--- config.mk ---
export PLATFORM = sky130hd
export DESIGN_NAME = spi_slave_phy
export DESIGN_NICKNAME = d
export VERILOG_FILES = /design/src/rtl/spi_slave_pkg.sv /design/src/rtl/spi_sync_edge.sv /design/src/rtl/spi_slave_phy.sv
export SDC_FILE = /design/constraint.sdc
export NUM_CORES = 1
export LEC_CHECK = 0
export BUFFER_PORTS_ARGS = -buffer_cell sky130_fd_sc_hd__buf_2
export CORE_UTILIZATION = 63
export CTS_BUF_LIST = sky130_fd_sc_hd__clkbuf_8
export CTS_CLUSTER_DIAMETER = 40
export DETAILED_ROUTE_END_ITERATION = 10
export GPL_TIMING_DRIVEN = 0
export PLACE_DENSITY = 0.85
export SYNTH_ARGS = -nofsm -noshare
export SYNTH_HDL_FRONTEND = slang
export SYNTH_SLANG_ARGS = --single-unit
--- constraint.sdc ---
create_clock -name clk -period 3.3 [get_ports clk]
set_clock_uncertainty 0.15 [all_clocks]
set_input_delay 0.825 -clock clk [delete_from_list [all_inputs] [get_ports clk]]
set_output_delay 0.825 -clock clk [all_outputs]
set_load 0.01 [all_outputs]
--- src/rtl/spi_slave_pkg.sv ---
// -----------------------------------------------------------------------------
// spi_slave_pkg
// Shared definitions for the SPI slave bit-level PHY (spi_slave_phy) and its
// synchroniser sub-module: FSM state encoding, byte geometry, the default idle
// fill byte, and a small tx-byte selection helper.
// -----------------------------------------------------------------------------
package spi_slave_pkg;

  typedef enum logic [1:0] {
    ST_IDLE  = 2'd0,
    ST_LOAD  = 2'd1,
    ST_SHIFT = 2'd2
  } state_e;

  localparam int         BITS_PER_BYTE     = 8;
  localparam logic [7:0] DEFAULT_IDLE_FILL = 8'hFF;

  // Counter values at which a byte is complete / the last bit is being sampled.
  localparam logic [3:0] BYTE_DONE_CNT = 4'(BITS_PER_BYTE);
  localparam logic [3:0] LAST_BIT_CNT  = 4'(BITS_PER_BYTE - 1);

  // Byte placed into the tx shifter at a load point.
  function automatic logic [7:0] select_tx_byte(input logic       ready,
                                                input logic [7:0] data,
                                                input logic [7:0] fill);
    return ready ? data : fill;
  endfunction

endpackage

--- src/rtl/spi_sync_edge.sv ---
// -----------------------------------------------------------------------------
// spi_sync_edge
// STAGES-flop synchroniser for an asynchronous input followed by one extra
// flop used to detect rising/falling transitions of the synchronised level.
//
// Ports:
//   clk      in   system clock
//   rst_n    in   asynchronous active-low reset
//   d_i      in   asynchronous input
//   level_o  out  synchronised level
//   rise_o   out  one-cycle pulse on a 0->1 transition of level_o
//   fall_o   out  one-cycle pulse on a 1->0 transition of level_o
//
// RESET_VAL is the level the chain assumes during reset; choosing it per signal
// controls which edge (if any) appears when reset is released.
// -----------------------------------------------------------------------------
module spi_sync_edge #(
  parameter int   STAGES    = 2,
  parameter logic RESET_VAL = 1'b0
) (
  input  logic clk,
  input  logic rst_n,
  input  logic d_i,
  output logic level_o,
  output logic rise_o,
  output logic fall_o
);

  logic [STAGES-1:0] sync_q;
  logic              prev_q;

  // Synchroniser chain plus the edge-detection history flop.
  always_ff @(posedge clk or negedge rst_n) begin
    if (!rst_n) begin
      sync_q <= {STAGES{RESET_VAL}};
      prev_q <= RESET_VAL;
    end else begin
      sync_q <= {sync_q[STAGES-2:0], d_i};
      prev_q <= sync_q[STAGES-1];
    end
  end

  assign level_o = sync_q[STAGES-1];
  assign rise_o  = sync_q[STAGES-1] & ~prev_q;
  assign fall_o  = ~sync_q[STAGES-1] & prev_q;

endmodule

--- src/rtl/spi_slave_phy.sv ---
// -----------------------------------------------------------------------------
// spi_slave_phy
// Bit-level SPI slave PHY, CPHA=0 (mode 0 with CPOL=0, mode 2 with CPOL=1).
// Synchronises SCLK/CS_n/MOSI into clk, deserialises MOSI into bytes (MSB
// first) and serialises handler-supplied bytes onto MISO. One byte is
// exchanged per SPI byte-time with pulse handshakes towards the handler.
//
// Parameters:
//   SYNC_STAGES  flops per input synchroniser (>= 2)
//   CPOL         SCLK idle level; sampling is always on the leading edge
//   IDLE_FILL    byte shifted out when no valid tx byte is offered
//
// Ports:
//   clk, rst_n         system clock, asynchronous active-low reset
//   i_tx_byte          next byte to transmit (sampled at load points)
//   i_tx_ready         i_tx_byte valid
//   o_rx_byte          last complete received byte
//   o_byte_received    one-cycle pulse, o_rx_byte valid in the same cycle
//   o_req_next_byte    one-cycle pulse asking the handler for the next byte
//   i_spi_clk          SPI SCLK (async)
//   i_spi_cs_n         SPI chip select, active low (async)
//   i_spi_mosi         SPI MOSI (async)
//   o_spi_miso         SPI MISO
//
// Build option: define SPI_SLAVE_MISO_TRISTATE_EN to release MISO (1'bz) while
// the synchronised CS_n is high or the FSM is idle. Without it MISO drives 1
// when idle.
// -----------------------------------------------------------------------------
module spi_slave_phy
  import spi_slave_pkg::*;
#(
  parameter int         SYNC_STAGES = 2,
  parameter logic       CPOL        = 1'b0,
  parameter logic [7:0] IDLE_FILL   = DEFAULT_IDLE_FILL
) (
  input  logic       clk,
  input  logic       rst_n,
  input  logic [7:0] i_tx_byte,
  input  logic       i_tx_ready,
  output logic [7:0] o_rx_byte,
  output logic       o_byte_received,
  output logic       o_req_next_byte,
  input  logic       i_spi_clk,
  input  logic       i_spi_cs_n,
  input  logic       i_spi_mosi,
  output logic       o_spi_miso
);

  logic sclk_s, sclk_rise_s, sclk_fall_s;
  logic cs_n_s, cs_rise_s, cs_fall_s;
  logic lead_s, trail_s;
  logic mosi_s;
  logic unused_s;

  logic [SYNC_STAGES-1:0] mosi_sync_q;

  state_e     state_q;
  logic [3:0] bit_cnt_q;
  logic [7:0] tx_shift_q;
  logic [7:0] rx_shift_q;
  logic [7:0] rx_byte_q;
  logic       byte_rcvd_q;
  logic       req_q;
  logic       miso_q;

  logic [7:0] load_byte_s;
  logic [7:0] rx_next_s;

  // SCLK resets to its idle level so reset release never fakes an edge.
  spi_sync_edge #(
    .STAGES    (SYNC_STAGES),
    .RESET_VAL (CPOL)
  ) u_sync_sclk (
    .clk     (clk),
    .rst_n   (rst_n),
    .d_i     (i_spi_clk),
    .level_o (sclk_s),
    .rise_o  (sclk_rise_s),
    .fall_o  (sclk_fall_s)
  );

  // CS_n resets to "selected": if reset is released while the master holds
  // CS low, no cs_fall is seen and the transfer only restarts on a genuine
  // high-to-low transition. A spurious cs_rise in IDLE is harmless.
  spi_sync_edge #(
    .STAGES    (SYNC_STAGES),
    .RESET_VAL (1'b0)
  ) u_sync_cs (
    .clk     (clk),
    .rst_n   (rst_n),
    .d_i     (i_spi_cs_n),
    .level_o (cs_n_s),
    .rise_o  (cs_rise_s),
    .fall_o  (cs_fall_s)
  );

  // MOSI plain synchroniser; same depth as SCLK so data aligns with the edge.
  always_ff @(posedge clk or negedge rst_n) begin
    if (!rst_n) begin
      mosi_sync_q <= '0;
    end else begin
      mosi_sync_q <= {mosi_sync_q[SYNC_STAGES-2:0], i_spi_mosi};
    end
  end

  assign mosi_s  = mosi_sync_q[SYNC_STAGES-1];
  assign lead_s  = (CPOL == 1'b0) ? sclk_rise_s : sclk_fall_s;
  assign trail_s = (CPOL == 1'b0) ? sclk_fall_s : sclk_rise_s;

  assign load_byte_s = select_tx_byte(i_tx_ready, i_tx_byte, IDLE_FILL);
  assign rx_next_s   = {rx_shift_q[6:0], mosi_s};

  // Transfer FSM: byte load, bit shifting, byte completion and handshakes.
  always_ff @(posedge clk or negedge rst_n) begin
    if (!rst_n) begin
      state_q     <= ST_IDLE;
      bit_cnt_q   <= 4'd0;
      tx_shift_q  <= IDLE_FILL;
      rx_shift_q  <= 8'h00;
      rx_byte_q   <= 8'h00;
      byte_rcvd_q <= 1'b0;
      req_q       <= 1'b0;
      miso_q      <= 1'b1;
    end else begin
      byte_rcvd_q <= 1'b0;
      req_q       <= 1'b0;
      case (state_q)
        ST_IDLE: begin
          miso_q    <= 1'b1;
          bit_cnt_q <= 4'd0;
          if (cs_fall_s) begin
            state_q <= ST_LOAD;
          end
        end
        ST_LOAD: begin
          // Any lead coinciding with the CS fall is deliberately ignored here.
          if (cs_rise_s) begin
            state_q   <= ST_IDLE;
            bit_cnt_q <= 4'd0;
            miso_q    <= 1'b1;
          end else begin
            tx_shift_q <= load_byte_s;
            miso_q     <= load_byte_s[7];
            bit_cnt_q  <= 4'd0;
            req_q      <= 1'b1;
            state_q    <= ST_SHIFT;
          end
        end
        ST_SHIFT: begin
          if (lead_s) begin
            rx_shift_q <= rx_next_s;
            bit_cnt_q  <= bit_cnt_q + 4'd1;
            if (bit_cnt_q == LAST_BIT_CNT) begin
              rx_byte_q   <= rx_next_s;
              byte_rcvd_q <= 1'b1;
            end
          end else if (trail_s) begin
            if (bit_cnt_q == BYTE_DONE_CNT) begin
              // Back-to-back byte: reload without a gap.
              tx_shift_q <= load_byte_s;
              miso_q     <= load_byte_s[7];
              bit_cnt_q  <= 4'd0;
              req_q      <= 1'b1;
            end else if (bit_cnt_q != 4'd0) begin
              tx_shift_q <= {tx_shift_q[6:0], 1'b0};
              miso_q     <= tx_shift_q[6];
            end
          end
          // Deselect aborts the partial byte; a byte completed on this same
          // cycle's lead has already been captured above and still reports.
          if (cs_rise_s) begin
            state_q   <= ST_IDLE;
            bit_cnt_q <= 4'd0;
            miso_q    <= 1'b1;
          end
        end
        default: begin
          state_q <= ST_IDLE;
        end
      endcase
    end
  end

  assign o_rx_byte       = rx_byte_q;
  assign o_byte_received = byte_rcvd_q;
  assign o_req_next_byte = req_q;

`ifdef SPI_SLAVE_MISO_TRISTATE_EN
  assign o_spi_miso = (cs_n_s || (state_q == ST_IDLE)) ? 1'bz : miso_q;
  assign unused_s   = sclk_s;
`else
  assign o_spi_miso = miso_q;
  assign unused_s   = sclk_s ^ cs_n_s;
`endif

endmodule
==> impl_metrics.tcl, run 1 <==
set metrics [dict create \
    numPlacedInstances 198 \
    cap_violations 0 \
    ir_drop_mv 0.695 \
    chipWidth_um 56.1 \
    wl_met2_um 1760 \
    synth_area_um2 1840 \
    drt-met1-wl_um 1270 \
    hold_viol 0 \
    drc 0 \
    syn2layout_area_growth_pct 15.0 \
    dieArea_um2 3150 \
    grt_pass1_wl_um 5600 \
    initial_core_util_pct 66.8 \
    clockPowerShare_pct 26.0 \
    drive_gt1_share_pct 40.6 \
    cts.sinks 39 \
    root_buffer "clkbuf_8" \
    worstMarginPinSlew_ns 0.813 \
    yosys_register_bits 39 \
    synth_ff_type "dfrtp_1" \
    numPortBuffers 24 \
    whs_ns 0.201 \
    cp_data_arrival_time_ns 2.27 \
    ys_seq_area_share_pct 53.5 \
    leakagePower_nw 1.06 \
    ant_nets 0 \
    synth_warnings 0 \
    power.switching_mw 0.485 \
    viasPerCell 5.81 \
    grt_usage_pct 24.1 \
    top_layer "met4" \
    syn_inst 143 \
    finalCritPeriodShare_pct 68.0 \
    finalNonFillerCells 206 \
    worst_slack_ns 1.06 \
    wl_met3_um 116 \
    combPwrFrac_pct 31.6 \
    htree_levels 2 \
    vias 1196 \
    hold_buffers 0 \
    crit_fanout 9 \
    sequentialPowerShare_pct 42.4 \
    cts_buffers 5 \
    hold_path_class "flip-flop to flip-flop" \
    synth.avg_cell_area_um2 12.9 \
    fin_util_pct 76.9 \
    maxSlewViolCount 0 \
    switching_share_pct 30.9 \
    post-dp-hpwl_um 2310 \
    slew_headroom_pct 45.8 \
    dr.pass1.iters 4 \
    post_cts_buffers 0 \
    clockBufferDepth 2 \
    post-place-ws_ns 1.06 \
    fp.dieH_um 56.1 \
    wl_per_cell_um 15.6 \
    setup_viol 0 \
    worst_setup_path_start_kind "flip-flop" \
    antenna_found_initial 0 \
    grt_max_degree 40 \
    synth-edff-count 0 \
    cts_tree "done" \
    clk_latency_ns 0.29 \
    status "finished clean" \
    finalNetCount 196 \
    critPathKind "flip-flop to flip-flop" \
    coreArea_um2 2760 \
    ys_types 32 \
    grt-ovfl-total 0 \
    drt-total-wl_um 3210 \
    fin_crit_ns 2.24 \
    syn_nets 165 \
    place_area_um2 2000 \
    grt_pass1_vias 1224 \
    internal-power_mw 1.09 \
    ios 25 \
    endpoint_kind "flip-flop" \
    fmax_mhz 446 \
    diodes 0 \
    finalSetupTns_ns 0 \
    required_ns 3.32 \
    async_flop_share_pct 100 \
    cts_resized 0 \
    drt-initial-drc-count 31 \
    clk_pin_slew_ns 0.07 \
    stdcell_area_um2 2120 \
    power_density_nw_per_um2 741 \
    gp_congestion 0.806 \
    num_rows 19 \
    rsz0062_at_grt "no" \
    power_mw 1.57 \
]
==> power by group through the flow <==
stage	logic (mW)	clock network, mW	registers, mW
floorplan	0.389	0	0.657
global placement	0.460	0	0.665
detailed placement	0.496	0	0.676
CTS	0.503	0.416	0.667
global route	0.547	0.437	0.678
finish	0.496	0.408	0.666
==> critical path: stages, from the launching register on <==
cell,delay (ns)
dfrtp_1,0.45
inv_1,0.18
ha_1,0.33
nand3b_4,0.20
nor3_4,0.44
mux2_2,0.39
==> kinds of logic after synthesis <==
family / synth area share, %
AND/OR/NAND/NOR: 10.9
multiplexers: 18.8
AO/OA/AOI/OAI: 8.62
flip-flops: 53.5
buffers and inverters: 2.72
adder cells (fa/ha/maj): 5.43
==> flip-flops by register name, indices dropped and copies added, names as in the netlist <==
name / cells
o_req_next_byte: 1
tx_shift_q: 7
bit_cnt_q: 4
o_byte_received: 1
state_q: 2
u_sync_cs.prev_q: 1
rx_shift_q: 7
u_sync_sclk.prev_q: 1
u_sync_cs.sync_q: 2
mosi_sync_q: 2
u_sync_sclk.sync_q: 2
o_spi_miso: 1
o_rx_byte: 8
==> cell usage in the layout, fill, tap and decap left out, drive strengths merged <==
master,instances
bufinv,1
nor2b,2
o21ai,2
clkbuf,6
a22oi,1
mux2i,11
o32ai,1
nor2,7
a21oi,6
a31oi,2
nor3b,1
mux2,21
nand2,4
a2bb2oi,1
buf,25
inv,12
or3b,1
nor3,2
nand4bb,1
a31o,1
a221oi,2
nand3b,4
o311ai,1
nand3,2
o211ai,1
clkinv,1
dfstp,8
o21ba,2
dfrtp,31
ha,8
nand2b,7
==> final timing paths <==
| path | depth (start not counted) | slack [ns] | endpoint | from |
|---|---|---|---|---|
| min in group asynchronous | 1 | 0.47 | state_q[1]$_DFFE_PN0P_ | rst_n |
| hold reg to reg | 0 | 0.20 | u_sync_cs.sync_q[1]$_DFF_PN0_ | u_sync_cs.sync_q[0]$_DFF_PN0_ |
| max in group asynchronous | 1 | 2.01 | state_q[0]$_DFFE_PN0P_ | rst_n |
| setup / recovery | 5 | 1.06 | o_rx_byte[1]$_DFFE_PN0P_ | state_q[0]$_DFFE_PN0P_ |
| hold / removal | 0 | 0.20 | u_sync_cs.sync_q[1]$_DFF_PN0_ | u_sync_cs.sync_q[0]$_DFF_PN0_ |
| setup reg to reg | 5 | 1.06 | o_rx_byte[1]$_DFFE_PN0P_ | state_q[0]$_DFFE_PN0P_ |
==> synthesized netlist by cell type (all sizes together) (4+ instances only) <==
| master | number | share of area, % |
|---|---|---|
| nand2 | 4 | 0.95 |
| ha | 8 | 5.4 |
| inv | 12 | 2.4 |
| dfstp | 8 | 11 |
| nor2 | 7 | 1.4 |
| mux2 | 21 | 13 |
| a21oi | 6 | 2.2 |
| dfrtp | 31 | 42 |
| nand2b | 7 | 2.4 |
| nand3b | 4 | 2.3 |
| mux2i | 11 | 6.0 |
==> routing by layer <==
metal | track usage, % | up-vias
met5 | 0 | -
met4 | 11.1 | 0
met3 | 7.21 | 10
met2 | 41.8 | 31
met1 | 27.1 | 585
li1 | - | 570
==> area by class of cell <==
| type | count | area, um^2 |
|---|---|---|
| flip-flops and latches | 39 | 986 |
| multi-input cells | 91 | 807 |
| fillers | 171 | 638 |
| repair buffers | 24 | 120 |
| clock buffers | 6 | 82.6 |
| inverters | 12 | 45.0 |
| well taps | 31 | 38.8 |
| clock inverters | 2 | 35.0 |
| plain buffers | 1 | 5.00 |
Power figures use the tool's default switching activity.
==> run 2, diff against run 1 <==
- CORE_UTILIZATION: 63 -> 53
- PLACE_DENSITY: 0.85 -> 0.76
- clock period: 3.3 -> 1.81 ns (I/O delays scaled with it)
==> run 2 against run 1 <==
Against the previous run:
- the flow now finishes with violations (setup timing)
- clock power increased by 83%
- routed wire length up 3.9%
- sequential power rose by 82%
- non-clock buffer count increased by 13
- combinational power increased by 140%
- sequential share of layout area decreased by 4.4 points
- global-route usage down 5.0 points
- first-iteration DRC count rose by 97%
- cell area grew 11%
- register-to-register slack lost 1.1 ns
- critical path type unchanged
- largest cell class unchanged
==> impl_metrics.tcl, run 2 (synthesis results as in run 1) <==
set metrics [dict create \
    status "finished with violations" \
    violations "setup timing" \
    cts_buffers 5 \
    endpoint_kind "flip-flop" \
    ir_drop_mv 0.768 \
    power.switching_mw 0.955 \
    wl_per_cell_um 14.2 \
    fin_crit_ns 1.82 \
    num_rows 21 \
    grt-ovfl-total 0 \
    finalCritPeriodShare_pct 100 \
    final_cell_mix "30 x dfrtp_1, 24 x buf_2, 21 x mux2_2" \
    worst-r2r-setup-slack_ns -0.007 \
    largest_register_ffs 8 \
    clk_latency_ns 0.29 \
    rsz0062_at_grt "yes" \
    cpPeakStageDelay_ns 0.43 \
    worstMarginPinSlew_ns 0.813 \
    setup_viol 4 \
    power_mw 3.15 \
    drt-initial-drc-count 61 \
    grt_max_degree 40 \
    dr.pass1.iters 4 \
    finalNetCount 209 \
    combPwrFrac_pct 38.0 \
    cp_slowest_cell "dfrtp_1" \
    hold_buffers 0 \
    cts.sinks 39 \
    slew_headroom_pct 45.8 \
    clockPowerShare_pct 23.7 \
    finalNonFillerCells 234 \
    vias 1243 \
    sequentialPowerShare_pct 38.3 \
    cp_cell_sequence "inv_2 -> ha_4 -> nor2_4 -> a31o_4 -> a21oi_4 -> mux2_2" \
    htree_levels 2 \
    drive_gt1_share_pct 51.6 \
    ios 25 \
    chipWidth_um 61.0 \
    finalSetupTns_ns -0.0160 \
    worst_slack_ns -0.00698 \
    drc 0 \
    ant_nets 0 \
    power_density_nw_per_um2 1340 \
    syn2layout_area_growth_pct 27.2 \
    post-dp-hpwl_um 2110 \
    grt_pass1_vias 1109 \
    fmax_mhz 550 \
    viasPerCell 5.31 \
    diodes 0 \
    dieArea_um2 3720 \
    clockBufferDepth 2 \
    cts_tree "done" \
    fp.dieH_um 61.0 \
    required_ns 1.88 \
    grt_usage_pct 19.1 \
    leakagePower_nw 1.14 \
    hold_viol 0 \
    switching_share_pct 30.3 \
    hold_path_class "input pin to async pin" \
    antenna_found_initial 0 \
    maxSlewViolCount 0 \
    clk_pin_slew_ns 0.07 \
    drt-total-wl_um 3330 \
    critPathKind "flip-flop to flip-flop" \
    coreArea_um2 3340 \
    crit_fanout 6 \
    numPlacedInstances 213 \
    numPortBuffers 24 \
    root_buffer "clkbuf_8" \
    final_common_cell "dfrtp_1" \
    initial_core_util_pct 55.2 \
    worst_setup_path_start_kind "flip-flop" \
    internal-power_mw 2.20 \
    gp_congestion 0.789 \
    cp_data_arrival_time_ns 1.89 \
    grt_pass1_wl_um 5040 \
    fill_cells 254 \
    cap_violations 0 \
]
[run 2: changes by cell type in the layout (fill, tap and decap cells not counted), sizes merged]
| cell | delta |
|---|---|
| buf | +13 |
[run 2: routing by layer]
layer / GRT usage, % / share of wire, % / vias to the layer above
met2: 31.1 / 53 / 18
met3: 5.76 / 2.8 / 6
met1: 24.7 / 42 / 627
met4: 5.84 / 1.5 / 0
li1: - / - / 592
met5: 0 / 0 / -
[run 2: stage by stage]
stage	hold WS [ns]	util [%]	setup WS (ns)	cell area [um^2]
floorplan	0.00691	-	0.0192	1860
finish	0.0957	70.3	-0.00698	2340
CTS	0.113	67.6	-0.0195	2260
global route	0.108	70.3	-0.0826	2340
global placement	0.184	60.9	-0.165	2030
detailed placement	0.188	60.9	-0.220	2030
[run 2: timing repair]
action / CTS / global route
pin swaps: 3 / 4
setup endpoints to repair: 15 / 18
gates resized for setup: 6 / 17
buffers inserted: 11 / 2
[run 2: layout make-up]
| cell class | instances | area (um^2) | share of cell area, % |
|---|---|---|---|
| sequential | 39 | 987 | 42.1 |
| inverter | 12 | 45.0 | 1.92 |
| buffer | 1 | 7.51 | 0.320 |
| clock inverter | 2 | 35.0 | 1.49 |
| clock buffer | 6 | 82.6 | 3.52 |
| timing repair buffer | 37 | 233 | 9.93 |
| tap | 46 | 57.6 | 2.45 |
| multi-input combinational | 91 | 897 | 38.3 |
[run 2: critical path: cells and delay by family, from the launching register on]
family,cells,cell delay [ns]
adder cells (fa/ha/maj),1,0.21
flip-flops,1,0.43
AO/OA/AOI/OAI,2,0.43
AND/OR/NAND/NOR,1,0.06
multiplexers,1,0.37
buffers and inverters,1,0.10
[run 2: path summary, 6_finish.rpt]
| check | from | end | cells after the start |
|---|---|---|---|
| setup / recovery | state_q[0]$_DFFE_PN0P_ | tx_shift_q[1]$_DFFE_PN1P_ | 6 |
| hold / removal | rst_n | state_q[0]$_DFFE_PN0P_ | 1 |
| setup reg to reg | state_q[0]$_DFFE_PN0P_ | tx_shift_q[1]$_DFFE_PN1P_ | 6 |
| hold reg to reg | u_sync_cs.sync_q[0]$_DFF_PN0_ | u_sync_cs.sync_q[1]$_DFF_PN0_ | 0 |
| max in group asynchronous | rst_n | state_q[1]$_DFFE_PN0P_ | 1 |
| min in group clk | i_spi_mosi | mosi_sync_q[0]$_DFF_PN0_ | 1 |
[run 2: power by group through the flow]
stage | registers [mW] | logic [mW] | clock network [mW]
2_1_floorplan | 1.20 | 0.725 | 0
3_5_place_dp | 1.23 | 0.893 | 0
4_1_cts | 1.20 | 1.06 | 0.752
3_3_place_gp | 1.22 | 0.858 | 0
5_1_grt | 1.23 | 1.31 | 0.792
6_report | 1.21 | 1.20 | 0.747
==> run 3, diff against run 2 <==
- RECOVER_POWER: default -> 50
==> run 3 against run 2 <==
Against the previous run:
- the flow still finishes with violations (setup timing)
- routed wire length did not move
- non-clock buffer count did not move
- highest routed layer unchanged
- critical path depth did not move
- setup slack got worse by 0.0011 ns
- cell area did not move
- count of clock-buffer cells in the layout did not move
- global-route usage did not move
- largest cell class unchanged
- register-to-register slack barely moved
- power barely moved
- worst hold slack improved by 0.019 ns
==> impl_metrics.tcl, run 3 (synthesis results as in run 1) <==
set metrics [dict create \
    post-place-ws_ns -0.220 \
    multi_input_area_um2 897 \
    htree_levels 2 \
    violations "setup timing" \
    chipWidth_um 61.0 \
    drt-initial-drc-count 61 \
    reg2regPathDepth 6 \
    grt_usage_pct 19.1 \
    worst_setup_path_start_kind "flip-flop" \
    area.sequential_um2 987 \
    fp.dieH_um 61.0 \
    hold_buffers 0 \
    grt-ovfl-total 0 \
    syn2layout_area_growth_pct 27.2 \
    root_buffer "clkbuf_8" \
    clockBufferDepth 2 \
    drive_gt1_share_pct 51.6 \
    viasPerCell 5.31 \
    endpoint_kind "flip-flop" \
    worstSetupStartpoint "state_q[0]$_DFFE_PN0P_" \
    r2r_start "state_q[0]$_DFFE_PN0P_" \
    clk_latency_ns 0.29 \
    cp_data_arrival_time_ns 1.89 \
    grt_pass1_vias 1109 \
    fmax_mhz 550 \
    gp_congestion 0.789 \
    vias 1243 \
    leakagePower_nw 1.14 \
    cap_violations 0 \
    numPortBuffers 24 \
    cts.sinks 39 \
    cts_buffers 5 \
    fin_crit_ns 1.82 \
    maxSlewViolCount 0 \
    finalCritPeriodShare_pct 100 \
    grt_pass1_wl_um 5040 \
    whs_ns 0.115 \
    fill_cells 254 \
    numPlacedInstances 213 \
    finalNonFillerCells 234 \
    required_ns 1.88 \
    clk_pin_slew_ns 0.07 \
    worst_slack_ns -0.00804 \
    cts_tree "done" \
    hold_path_class "input pin to flip-flop" \
    wl_per_cell_um 14.2 \
    min-delay-start "i_spi_mosi" \
    largest_register_ffs 8 \
    ios 25 \
    num_rows 21 \
    crit_fanout 6 \
    critPathKind "flip-flop to flip-flop" \
    final_cell_mix "30 x dfrtp_1, 23 x buf_2, 21 x mux2_2" \
    rsz0062_at_grt "yes" \
    dieArea_um2 3720 \
    final_common_cell "dfrtp_1" \
    coreArea_um2 3340 \
    diodes 0 \
    worstMarginPinSlew_ns 0.911 \
    ir_drop_mv 0.768 \
    power_density_nw_per_um2 1350 \
    power_mw 3.15 \
    finalSetupTns_ns -0.0202 \
    post-dp-hpwl_um 2110 \
    initial_core_util_pct 55.2 \
    hold_viol 0 \
    slew_headroom_pct 39.2 \
    antenna_found_initial 0 \
    status "finished with violations" \
    drt-total-wl_um 3330 \
    drc 0 \
    crit_end "tx_shift_q[1]$_DFFE_PN1P_" \
    dr.pass1.iters 4 \
    grt_max_degree 40 \
    setup_viol 4 \
    ant_nets 0 \
    r2r_end "tx_shift_q[1]$_DFFE_PN1P_" \
    finalNetCount 209 \
    worst-r2r-setup-slack_ns -0.008 \
]
## run 3: cell count changes in the layout (fill, tap and decap cells not counted)
cell and delta:
buf_2 -1, clkbuf_2 +1
## run 3: what timing repair did
item                                    in CTS  in global routing
endpoints found under the setup margin      15                 18
pin swaps                                    3                  4
buffers inserted                            11                  2
gates resized for setup                      6                 17
## run 3: how the worst min path moves through the flow
stage	cells past startpoint	slack [ns]	end
after floorplan	0	0.007	bit_cnt_q[0]$_DFFE_PN0P_
after global placement	0	0.18	u_sync_cs.sync_q[1]$_DFF_PN0_
after detailed placement	0	0.19	u_sync_cs.sync_q[1]$_DFF_PN0_
after CTS	1	0.11	mosi_sync_q[0]$_DFF_PN0_
after global routing	1	0.11	u_sync_cs.sync_q[0]$_DFF_PN0_
final	1	0.11	mosi_sync_q[0]$_DFF_PN0_
## run 3: layout make-up
type | count | area share, %
plain buffers | 1 | 0.320
clock buffers | 6 | 3.52
clock inverters | 2 | 1.49
inverters | 12 | 1.92
multi-input cells | 91 | 38.3
flip-flops and latches | 39 | 42.1
well taps | 46 | 2.45
repair buffers | 37 | 9.93
## run 3: worst max-delay path: stages (launching register included)
cell     delay [ns]
dfrtp_1        0.43
inv_2          0.10
ha_4           0.21
nor2_4         0.06
a31o_4         0.21
a21oi_4        0.22
mux2_2         0.37
## run 3: power breakdown
group          internal (mW)  switching (mW)  total, mW
Combinational          0.655           0.543       1.20
Clock                  0.446           0.301      0.747
Sequential              1.10           0.112       1.21
Total                   2.20           0.956       3.15
## run 3: per-stage QoR
step / area, um^2 / utilization, %
3_3_place_gp: 2030 / 60.9
4_1_cts: 2260 / 67.6
6_report: 2340 / 70.3
2_1_floorplan: 1860 / -
5_1_grt: 2340 / 70.3
3_5_place_dp: 2030 / 60.9
## run 3: per-layer routing
metal / part of all wire [%] / GRT usage, %
met5: 0 / 0
met4: 1.5 / 5.84
met2: 53 / 31.1
met1: 42 / 24.7
met3: 2.8 / 5.76
